## config.mk

```make
export PLATFORM = sky130hd
export DESIGN_NAME = ppu_fb_writer
export DESIGN_NICKNAME = d
export VERILOG_FILES = /design/src/rtl/ppu_fb_pkg.sv /design/src/rtl/ppu_fb_writer_fifo.sv /design/src/rtl/ppu_fb_writer.sv
export SDC_FILE = /design/constraint.sdc
export NUM_CORES = 1
export LEC_CHECK = 0
export CAP_MARGIN = 10
export CORE_ASPECT_RATIO = 0.7
export CORE_MARGIN = 2
export CORE_UTILIZATION = 62
export CTS_BUF_LIST = sky130_fd_sc_hd__clkbuf_4 sky130_fd_sc_hd__clkbuf_8
export CTS_CLUSTER_SIZE = 40
export DETAILED_ROUTE_END_ITERATION = 10
export PLACE_DENSITY = 0.81
export SLEW_MARGIN = 0
export SYNTH_ARGS = -nofsm -noshare
export SYNTH_HDL_FRONTEND = slang
export SYNTH_HIERARCHICAL = 1
export SYNTH_SLANG_ARGS = --single-unit
```

## constraint.sdc

```tcl
create_clock -name clk -period 18.2 [get_ports clk]
set_clock_uncertainty 0.15 [all_clocks]
set_input_delay 1.82 -clock clk [delete_from_list [all_inputs] [get_ports clk]]
set_output_delay 1.82 -clock clk [all_outputs]
set_load 0.1 [all_outputs]
```

## src/rtl/ppu_fb_pkg.sv

```systemverilog
// Shared types and pixel helpers for the PPU framebuffer writer.
// Optional ordered dither is compiled in with PPU_FB_DITHER_EN.
package ppu_fb_pkg;

    localparam int FB_WIDTH  = 256;
    localparam int FB_HEIGHT = 240;

    // 2x2 ordered dither matrix, indexed by {y[0], x[0]}
    localparam logic [1:0] DITHER_M [4] = '{2'd0, 2'd2, 2'd3, 2'd1};

    typedef enum logic {
        S_IDLE,
        S_REQ
    } fb_state_e;

    // addr is carried at full width; the top truncates it to its address width
    typedef struct packed {
        logic [31:0] addr;
        logic [31:0] data;
        logic [1:0]  be;
    } fb_word_t;

    function automatic logic [15:0] rgb565(input logic [23:0] rgb);
        return {rgb[23:19], rgb[15:10], rgb[7:3]};
    endfunction

`ifdef PPU_FB_DITHER_EN
    function automatic logic [7:0] sat_add(input logic [7:0] c, input logic [2:0] d);
        logic [8:0] s;
        s = {1'b0, c} + {6'd0, d};
        return s[8] ? 8'hFF : s[7:0];
    endfunction

    function automatic logic [23:0] dither(input logic [23:0] rgb, input logic [1:0] d);
        return {sat_add(rgb[23:16], {d, 1'b0}),
                sat_add(rgb[15:8],  {1'b0, d}),
                sat_add(rgb[7:0],   {d, 1'b0})};
    endfunction
`endif

endpackage

```

## src/rtl/ppu_fb_writer_fifo.sv

```systemverilog
// Generic single-clock FIFO with a registered show-ahead head word.
// Memory is an array with registered read; a bypass covers writes into an empty FIFO.
module sync_fifo #(
    parameter type T     = logic [7:0],
    parameter int  DEPTH = 8,
    localparam int PW    = $clog2(DEPTH),
    localparam int LW    = PW + 1
) (
    input  logic          clk,
    input  logic          reset,
    input  logic          wr,
    input  T              din,
    input  logic          rd,
    output T              head,
    output logic          full,
    output logic          empty,
    output logic [LW-1:0] level
);

    T              mem [DEPTH];
    T              head_reg;
    logic [PW-1:0] wr_ptr_reg;
    logic [PW-1:0] rd_ptr_reg;
    logic [PW-1:0] rd_ptr_next;
    logic [LW-1:0] level_reg;
    logic          do_wr;
    logic          do_rd;

    assign full        = (level_reg == LW'(DEPTH));
    assign empty       = (level_reg == '0);
    assign do_rd       = rd && !empty;
    // a full FIFO still accepts a write when the same cycle frees a slot
    assign do_wr       = wr && (!full || do_rd);
    assign rd_ptr_next = do_rd ? rd_ptr_reg + 1'b1 : rd_ptr_reg;

    always_ff @(posedge clk) begin
        if (do_wr) begin
            mem[wr_ptr_reg] <= din;
        end
    end

    always_ff @(posedge clk) begin
        if (reset) begin
            wr_ptr_reg <= '0;
            rd_ptr_reg <= '0;
            level_reg  <= '0;
            head_reg   <= '0;
        end else begin
            if (do_wr) begin
                wr_ptr_reg <= wr_ptr_reg + 1'b1;
            end
            rd_ptr_reg <= rd_ptr_next;
            level_reg  <= level_reg + LW'(do_wr) - LW'(do_rd);
            // head only moves when a new word becomes the oldest entry
            if (do_rd || (do_wr && empty)) begin
                head_reg <= (do_wr && (wr_ptr_reg == rd_ptr_next)) ? din : mem[rd_ptr_next];
            end
        end
    end

    assign head  = head_reg;
    assign level = level_reg;

endmodule

```

## src/rtl/ppu_fb_writer.sv

```systemverilog
// PPU pixel stream to framebuffer writer: RGB565 packing, word FIFO and req/ack master.
// Define PPU_FB_DITHER_EN to enable 2x2 ordered dither ahead of the RGB565 truncation.
module ppu_fb_writer
    import ppu_fb_pkg::*;
#(
    parameter int  WIDTH  = FB_WIDTH,
    parameter int  HEIGHT = FB_HEIGHT,
    parameter int  BASE   = 0,
    parameter int  AW     = 16,
    parameter int  DEPTH  = 8,
    localparam int LW     = $clog2(DEPTH) + 1
) (
    input  logic          clk,
    input  logic          reset,
    input  logic [8:0]    ppu_x,
    input  logic [8:0]    ppu_y,
    input  logic [23:0]   ppu_rgb,
    input  logic          ppu_we,
    output logic          fb_req,
    output logic [AW-1:0] fb_addr,
    output logic [31:0]   fb_data,
    output logic [1:0]    fb_be,
    input  logic          fb_ack,
    output logic          frame_done,
    output logic          overflow,
    output logic [LW-1:0] fifo_level
);

    localparam logic [AW-1:0] LAST_ADDR = AW'(BASE + WIDTH * HEIGHT / 2 - 1);

    fb_state_e     state_reg, state_next;
    logic          pend_valid_reg, pend_valid_next;
    logic [AW-1:0] pend_addr_reg, pend_addr_next;
    logic [15:0]   pend_lo_reg, pend_lo_next;
    logic          overflow_reg;

    logic          accept;
    logic [AW-1:0] word_addr;
    logic [15:0]   pix565;
    logic          push_valid;
    fb_word_t      push_word;
    logic          pop;

    fb_word_t      head;
    logic          full;
    logic          empty;
    logic [LW-1:0] level;

    always_comb begin
        accept    = ppu_we && (int'(ppu_x) < WIDTH) && (int'(ppu_y) < HEIGHT);
        word_addr = AW'(32'(BASE) + ((32'(ppu_y) * 32'(WIDTH) + 32'(ppu_x)) >> 1));
`ifdef PPU_FB_DITHER_EN
        pix565    = rgb565(dither(ppu_rgb, DITHER_M[{ppu_y[0], ppu_x[0]}]));
`else
        pix565    = rgb565(ppu_rgb);
`endif
    end

    // Packing: even pixels park in the pending register, odd pixels complete a word.
    always_comb begin
        push_valid      = 1'b0;
        push_word       = '0;
        pend_valid_next = pend_valid_reg;
        pend_addr_next  = pend_addr_reg;
        pend_lo_next    = pend_lo_reg;
        if (accept) begin
            if (!ppu_x[0]) begin
                if (pend_valid_reg) begin
                    push_valid = 1'b1;
                    push_word  = '{addr: 32'(pend_addr_reg), data: {16'h0, pend_lo_reg}, be: 2'b01};
                end
                pend_valid_next = 1'b1;
                pend_addr_next  = word_addr;
                pend_lo_next    = pix565;
            end else if (pend_valid_reg && (pend_addr_reg == word_addr)) begin
                push_valid      = 1'b1;
                push_word       = '{addr: 32'(word_addr), data: {pix565, pend_lo_reg}, be: 2'b11};
                pend_valid_next = 1'b0;
            end else begin
                push_valid = 1'b1;
                push_word  = '{addr: 32'(word_addr), data: {pix565, 16'h0}, be: 2'b10};
            end
        end
    end

    always_ff @(posedge clk) begin
        if (reset) begin
            pend_valid_reg <= 1'b0;
            pend_addr_reg  <= '0;
            pend_lo_reg    <= '0;
            overflow_reg   <= 1'b0;
            state_reg      <= S_IDLE;
        end else begin
            pend_valid_reg <= pend_valid_next;
            pend_addr_reg  <= pend_addr_next;
            pend_lo_reg    <= pend_lo_next;
            state_reg      <= state_next;
            if (push_valid && full && !pop) begin
                overflow_reg <= 1'b1;
            end
        end
    end

    always_comb begin
        state_next = state_reg;
        case (state_reg)
            S_IDLE: if (!empty) state_next = S_REQ;
            // leave REQ when the word being acked is the last one held
            S_REQ:  if (fb_ack) state_next = (level > LW'(1)) ? S_REQ : S_IDLE;
            default: state_next = S_IDLE;
        endcase
    end

    assign fb_req = (state_reg == S_REQ);
    assign pop    = fb_req && fb_ack;

    sync_fifo #(
        .T     (fb_word_t),
        .DEPTH (DEPTH)
    ) u_fifo (
        .clk   (clk),
        .reset (reset),
        .wr    (push_valid),
        .din   (push_word),
        .rd    (pop),
        .head  (head),
        .full  (full),
        .empty (empty),
        .level (level)
    );

    assign fb_addr    = head.addr[AW-1:0];
    assign fb_data    = head.data;
    assign fb_be      = head.be;
    assign frame_done = pop && (head.addr == 32'(LAST_ADDR));
    assign overflow   = overflow_reg;
    assign fifo_level = level;

endmodule
```

==> results of run 1 <==
## cell families after synthesis
logic type,after synthesis,share of synthesized area (%)
compound gates,488,14.7
xor+xnor,27,0.853
fa+ha+maj,11,0.523
buf+inv,168,2.99
flops,639,65.2
mux,265,9.57
other cells,1,0.0135
simple gates,381,6.14
## worst max-delay path, cell delays in order
cell and delay (ns):
clkdlybuf4s50_1 0.69, and4_4 0.28, or4b_4 0.14, or2_1 0.93
nand2b_4 0.18, inv_4 0.40, nand4_2 0.71, a21boi_0 1.06
nand2_1 0.18, o221ai_2 0.21
## power by group through the flow
stage	logic, mW	registers [mW]	clock network [mW]
floorplan	0.346	1.79	0
global placement	0.598	1.67	0
detailed placement	0.610	1.67	0
CTS	0.613	1.64	1.22
global route	0.653	1.64	1.28
finish	0.618	1.64	1.21
## how the worst min path moves through the flow
stage | slack [ns] | end | depth (start not counted)
floorplan | 0.27 | u_fifo/head[58]$_SDFFE_PP0P_ | 2
global placement | 0.29 | pend_lo_reg[11]$_SDFFE_PP0P_ | 2
detailed placement | 0.29 | pend_lo_reg[11]$_SDFFE_PP0P_ | 2
CTS | 0.30 | pend_lo_reg[11]$_SDFFE_PP0P_ | 2
global route | 0.33 | pend_lo_reg[11]$_SDFFE_PP0P_ | 2
finish | 0.31 | pend_lo_reg[11]$_SDFFE_PP0P_ | 2
## cells in the final DEF, fill, tap and decap left out, types with 7 or more instances in the layout
cell             synthesis  final
nor2_1                  95     88
a221oi_1                65     65
nand3_1                  7      7
o31a_1                  65     65
buf_4                    6     32
clkbuf_8                 0    114
clkdlybuf4s50_1          0     93
o221ai_1                81     81
o21ai_0                 75     75
a21oi_1                 32     31
a22oi_1                 65     65
xor2_1                  12     12
clkbuf_4                 0     45
clkinv_2                 0      9
and2_1                  17     17
conb_1                   1    144
o221ai_2                50     50
a22o_1                  11     11
dfxtp_1                111    110
inv_1                   10     10
nand2_1                200    200
edfxtp_1               528    528
xnor2_1                 15     15
a21boi_0                18     18
ha_1                    10     10
mux2i_1                264    264
## through the flow
step / setup slack (ns) / utilization, % / area, sq um
after floorplan: 8.04 / - / 28300
after global placement: 11.64 / 67.3 / 29500
after detailed placement: 11.44 / 67.3 / 29500
after CTS: 12.11 / 71.9 / 31500
after global routing: 11.64 / 71.9 / 31500
final: 11.99 / 71.9 / 31500
## layout make-up
cell class	count	area, sq um	area share [%]
Clock inverter	19	114	0.361
Sequential cell	639	18100	57.3
Clock buffer	159	1910	6.04
Tap cell	594	743	2.36
Inverter	12	47.5	0.151
Multi-Input combinational cell	1316	9470	30.0
Timing Repair Buffer	126	1180	3.73
Antenna cell	3	7.51	0.0238
## routing by layer
layer	track usage, %	share of wire [%]	up-vias
met4	9.63	2.3	0
met1	40.0	40	9141
met5	0	0	-
li1	-	-	8129
met2	47.5	48	907
met3	5.49	9.1	128
==> flow_summary.yaml, run 1 <==
worst_hold_path:
  min_from: "pend_lo_reg[11]$_SDFFE_PP0P_"
  hold_class: "flop to flop"
sta:
  fmax_ghz: 0.161
  setup_tns_ns: 0
  slew_viol_final: 0
  worst_slew_pin_slew_ns: 1.24
  slew_headroom_pct: 17.1
  period_minus_slack_ns: 6.21
  rsz0062_at_grt: "no"
  finalHoldViolCount: 0
  setup_viol: 0
  whs_ns: 0.307
  fin_crit_sh_pct: 34.1
placement:
  place_hpwl_um: 35400
  portBuffers: 94
  placedCellCount: 2687
  gp_congestion: 0.808
worst_setup_path:
  setup.worst_path.end: "u_fifo/head[17]$_SDFFE_PP0P_"
  cp.required_ns: 18.61
  crit_path_start_kind: "input pin"
  reg2reg_setup_slack_ns: 12.16
  path_class: "input pin to flop"
  worst_setup_path_end_kind: "flop"
  r2r-end: "u_fifo/head[41]$_SDFFE_PP0P_"
  ff2ff_path_depth: 9
  arrival_ns: 6.62
  cp_max_fo: 36
  worstReg2RegStart: "u_fifo/rd_ptr_reg[0]$_SDFF_PP0_"
  startpoint: "ppu_y[4]"
outcome:
  status: "complete, no violations"
global_routing:
  grt_max_degree: 86
  antenna_found_initial: 3
  grt_pass1_vias: 18600
  grt_pass1_wl_um: 105000
  gr-total-overflow: 0
  grt_use_total_pct: 29.2
pwr:
  swShare_pct: 28.4
  leakage_nw: 10.2
  p_sw_mw: 0.984
  sequentialPowerShare_pct: 47.3
  power_mw: 3.46
  p_int_mw: 2.48
  comb_power_share_pct: 17.8
  ir_drop_v: 0.0000579
  powerDensity_nw_per_um2: 110
  clkPwrFrac_pct: 34.9
route:
  route.vias.total: 18300
  drt-total-wl_um: 68600
  wl_per_cell_um: 23.9
  route.detailed.drc: 0
  dr.pass1.iters: 8
  detail-route-antenna-nets: 0
  first_iter_violations: 1904
  viasPerCell: 6.38
clocking:
  htreeDepth: 3
  cts_tree: "built"
  root_buffer: "clkbuf_8"
  clk_latency_ns: 0.66
  ctsHoldBuffers: 0
  postCtsSetupBuffers: 0
  clock_path_buffers: 3
  cts_made_buffers: 95
  cts.clk_slew.worst_paths_ns: 0.06
  cts.sinks: 639
  postCtsResizedCells: 0
synthesis:
  yosysTopAreaCell: "edfxtp_1"
  yosysMostFrequentCell: "edfxtp_1"
  synth_seq_cells: 639
  avgSynthCellArea_sq_um: 14.0
  yosysSeqAreaShare_pct: 65.2
  synth_edf_count: 528
  synthesis.area_sq_um: 27700
  yosysUniqueCellTypes: 72
  synthTopCellsByArea: "edfxtp_1 57%, mux2i_1 9.5%, dfxtp_1 8.0%, nand2_1 2.7%, o221ai_2 2.7%"
  synth.top_cell.area_share_pct: 57.2
  synth_ff_type: "edfxtp_1"
  synthArstFlopShare_pct: 0
  netlist_instances: 1980
  synth_common_cells: "528 x edfxtp_1, 264 x mux2i_1, 200 x nand2_1, 111 x dfxtp_1, 103 x clkbuf_1"
  yosysWarnings: 6
cells_and_area:
  largest_reg_flops: 528
  nNetsFinal: 2247
  drive_gt1_share_pct: 12.7
  syn_to_final_growth_pct: 13.8
  n_fill_cell: 2894
  final_cells: 2868
floorplanning:
  fp-row-count: 64
  core_area_sq_um: 43900
  start_util_pct: 63.2
  io_pins: 103
  die_w_um: 257
  dieArea_sq_um: 46500
  die_h_um: 181
run:
  drv_cap: 0
(Power assumes the default switching activity.)
==> run 2, diff against run 1 <==
--- a/config.mk
+++ b/config.mk
@@ -8,11 +8,11 @@
 export CAP_MARGIN = 10
 export CORE_ASPECT_RATIO = 0.7
 export CORE_MARGIN = 2
-export CORE_UTILIZATION = 62
+export CORE_UTILIZATION = 58
 export CTS_BUF_LIST = sky130_fd_sc_hd__clkbuf_4 sky130_fd_sc_hd__clkbuf_8
 export CTS_CLUSTER_SIZE = 40
 export DETAILED_ROUTE_END_ITERATION = 10
-export PLACE_DENSITY = 0.81
+export PLACE_DENSITY = 0.79
 export SLEW_MARGIN = 0
 export SYNTH_ARGS = -nofsm -noshare
 export SYNTH_HDL_FRONTEND = slang
==> constraint.sdc (replaced) <==
create_clock -name clk -period 4.97 [get_ports clk]
set_clock_uncertainty 0.15 [all_clocks]
set_input_delay 0.497 -clock clk [delete_from_list [all_inputs] [get_ports clk]]
set_output_delay 0.497 -clock clk [all_outputs]
set_load 0.1 [all_outputs]
==> run 2 against run 1 <==
  * Non-clock buffer count increased by 32
  * Sequential share of layout area down 0.99 points
  * Utilization shrank 3.3 points
  * Sequential power rose to 3.7 times the previous value
  * Hold slack worse by 0.043 ns
  * Global-route usage is 1.7 points lower
  * Die area grew 6.8%
  * Total power increased to 3.6 times the previous value
  * Setup slack lost 11 ns
  * Clock-buffer cell count fell by 14
  * Register-to-register slack got worse by 11 ns
  * Largest cell class unchanged
==> flow_summary.yaml, run 2 (same netlist as run 1, synthesis figures left out) <==
route:
  detail-route-antenna-nets: 0
  routed.top_layer: "met5"
  wl_met1_um: 27900
  wl_per_cell_um: 23.4
  met2_length_um: 32700
  route.detailed.drc: 0
  dr.pass1.iters: 6
  routed-wl-met3_um: 5760
  route.vias.total: 18000
  drt-total-wl_um: 68100
  viasPerCell: 6.20
  first_iter_violations: 1748
worst_setup_path:
  crit_buf_inv: 1
  critical_path_depth: 4
  cpPeakStageDelay_ns: 0.69
  critPathTopFamily: "simple AND/OR/NAND/NOR gates"
  arrival_ns: 3.10
  ff2ff_path_depth: 8
  cp_slowest_cell: "or4b_2"
  crit_path_start_kind: "flop"
  cp_max_fo: 3
  path_class: "flop to output pin"
  crit_chain: "or4b_2, or4_1, nor4_2, buf_4"
  worst_setup_path_end_kind: "output pin"
  cp.required_ns: 4.32
worst_hold_path:
  whs_path_depth: 4
  hold_class: "input pin to flop"
sta:
  setup_tns_ns: 0
  slew_headroom_pct: 25.6
  worst_slew_pin_slew_ns: 1.12
  period_minus_slack_ns: 3.74
  fmax_ghz: 0.267
  rsz0062_at_grt: "no"
  finalHoldViolCount: 0
  fin_crit_sh_pct: 75.3
  setup_viol: 0
  layout_setup_ws_ns: 1.23
  slew_viol_final: 0
floorplanning:
  core_area_sq_um: 46800
  start_util_pct: 59.2
  die_h_um: 187
  fp-row-count: 66
  die_w_um: 265
  dieArea_sq_um: 49600
  io_pins: 103
clocking:
  cts.sinks: 639
  clk_latency_ns: 0.67
  cts_made_buffers: 93
  ctsHoldBuffers: 0
  clock_path_buffers: 3
  htreeDepth: 3
  postCtsResizedCells: 0
  postCtsSetupBuffers: 0
  cts_tree: "built"
  root_buffer: "clkbuf_8"
  cts.clk_slew.worst_paths_ns: 0.07
global_routing:
  grt_use_total_pct: 27.4
  grt_max_degree: 143
  grt_pass1_vias: 18400
  grt_pass1_wl_um: 105000
  antenna_found_initial: 3
  gr-total-overflow: 0
cells_and_area:
  fin_util_pct: 68.6
  final_cell_mix: "528 x edfxtp_1, 264 x mux2i_1, 200 x nand2_1"
  nNetsFinal: 2277
  fin_area_sq_um: 32100
  syn_to_final_growth_pct: 15.8
  diodes: 0
  drive_gt1_share_pct: 13.4
  largest_reg_flops: 528
  final_common_cell: "edfxtp_1"
placement:
  place_hpwl_um: 37700
  portBuffers: 94
  gp_congestion: 0.822
  dp_slack_ns: 0.884
  placed_cell_area_sq_um: 30100
run:
  drv_cap: 0
pwr:
  ir_drop_v: 0.000243
  leakage_nw: 10.4
  power_mw: 12.6
  powerDensity_nw_per_um2: 393
outcome:
  status: "complete, no violations"
==> run 2: cell count changes in the layout (fill, tap and decap cells not counted), moves of 3 or more <==
cell | before | now
clkinv_1 | 5 | 16
diode_2 | 3 | 0
buf_12 | 0 | 26
clkbuf_8 | 114 | 111
clkbuf_4 | 45 | 34
nor3_2 | 4 | 0
buf_4 | 32 | 39
nor3_4 | 0 | 4
==> run 2: final timing paths <==
kind	slack [ns]	to	startpoint
max	1.23	frame_done	u_fifo/head[34]$_SDFFE_PP0P_
min	0.26	u_fifo/head[42]$_SDFFE_PP0P_	reset
max reg2reg	1.39	u_fifo/head[58]$_SDFFE_PP0P_	u_fifo/rd_ptr_reg[0]$_SDFF_PP0_
min reg2reg	0.31	u_fifo/head[58]$_SDFFE_PP0P_	u_fifo/head[58]$_SDFFE_PP0P_
==> run 2: power breakdown <==
part / internal [mW] / switching, mW
Combinational: 0.808 / 1.49
Clock: 2.34 / 1.97
Sequential: 5.88 / 0.130
Total: 9.02 / 3.60
==> run 2: layout make-up <==
class | instances | area (sq um)
Clock inverter | 30 | 168
Clock buffer | 145 | 1780
Tap cell | 612 | 766
Multi-Input combinational cell | 1316 | 9520
Fill cell | 3161 | 14700
Inverter | 12 | 47.5
Timing Repair Buffer | 158 | 1740
Sequential cell | 639 | 18100
==> run 2: routing by layer <==
metal  track usage [%]  vias to the layer above
met5                 0                        -
met4              8.84                        4
met3              6.33                      108
met2              44.2                      766
met1              37.2                     9003
li1                  -                     8163
==> run 2: tightest hold or removal path, cell delays in order <==
cell      delay (ns)
buf_2           0.14
nor2_4          0.17
nand2_1         0.13
o221ai_2        0.07
==> run 2: metrics by stage <==
stage,hold slack (ns),std cells
floorplan,0.275,2123
global placement,0.288,2737
detailed placement,0.299,2737
CTS,0.223,2912
global route,0.251,2912
finish,0.264,2912
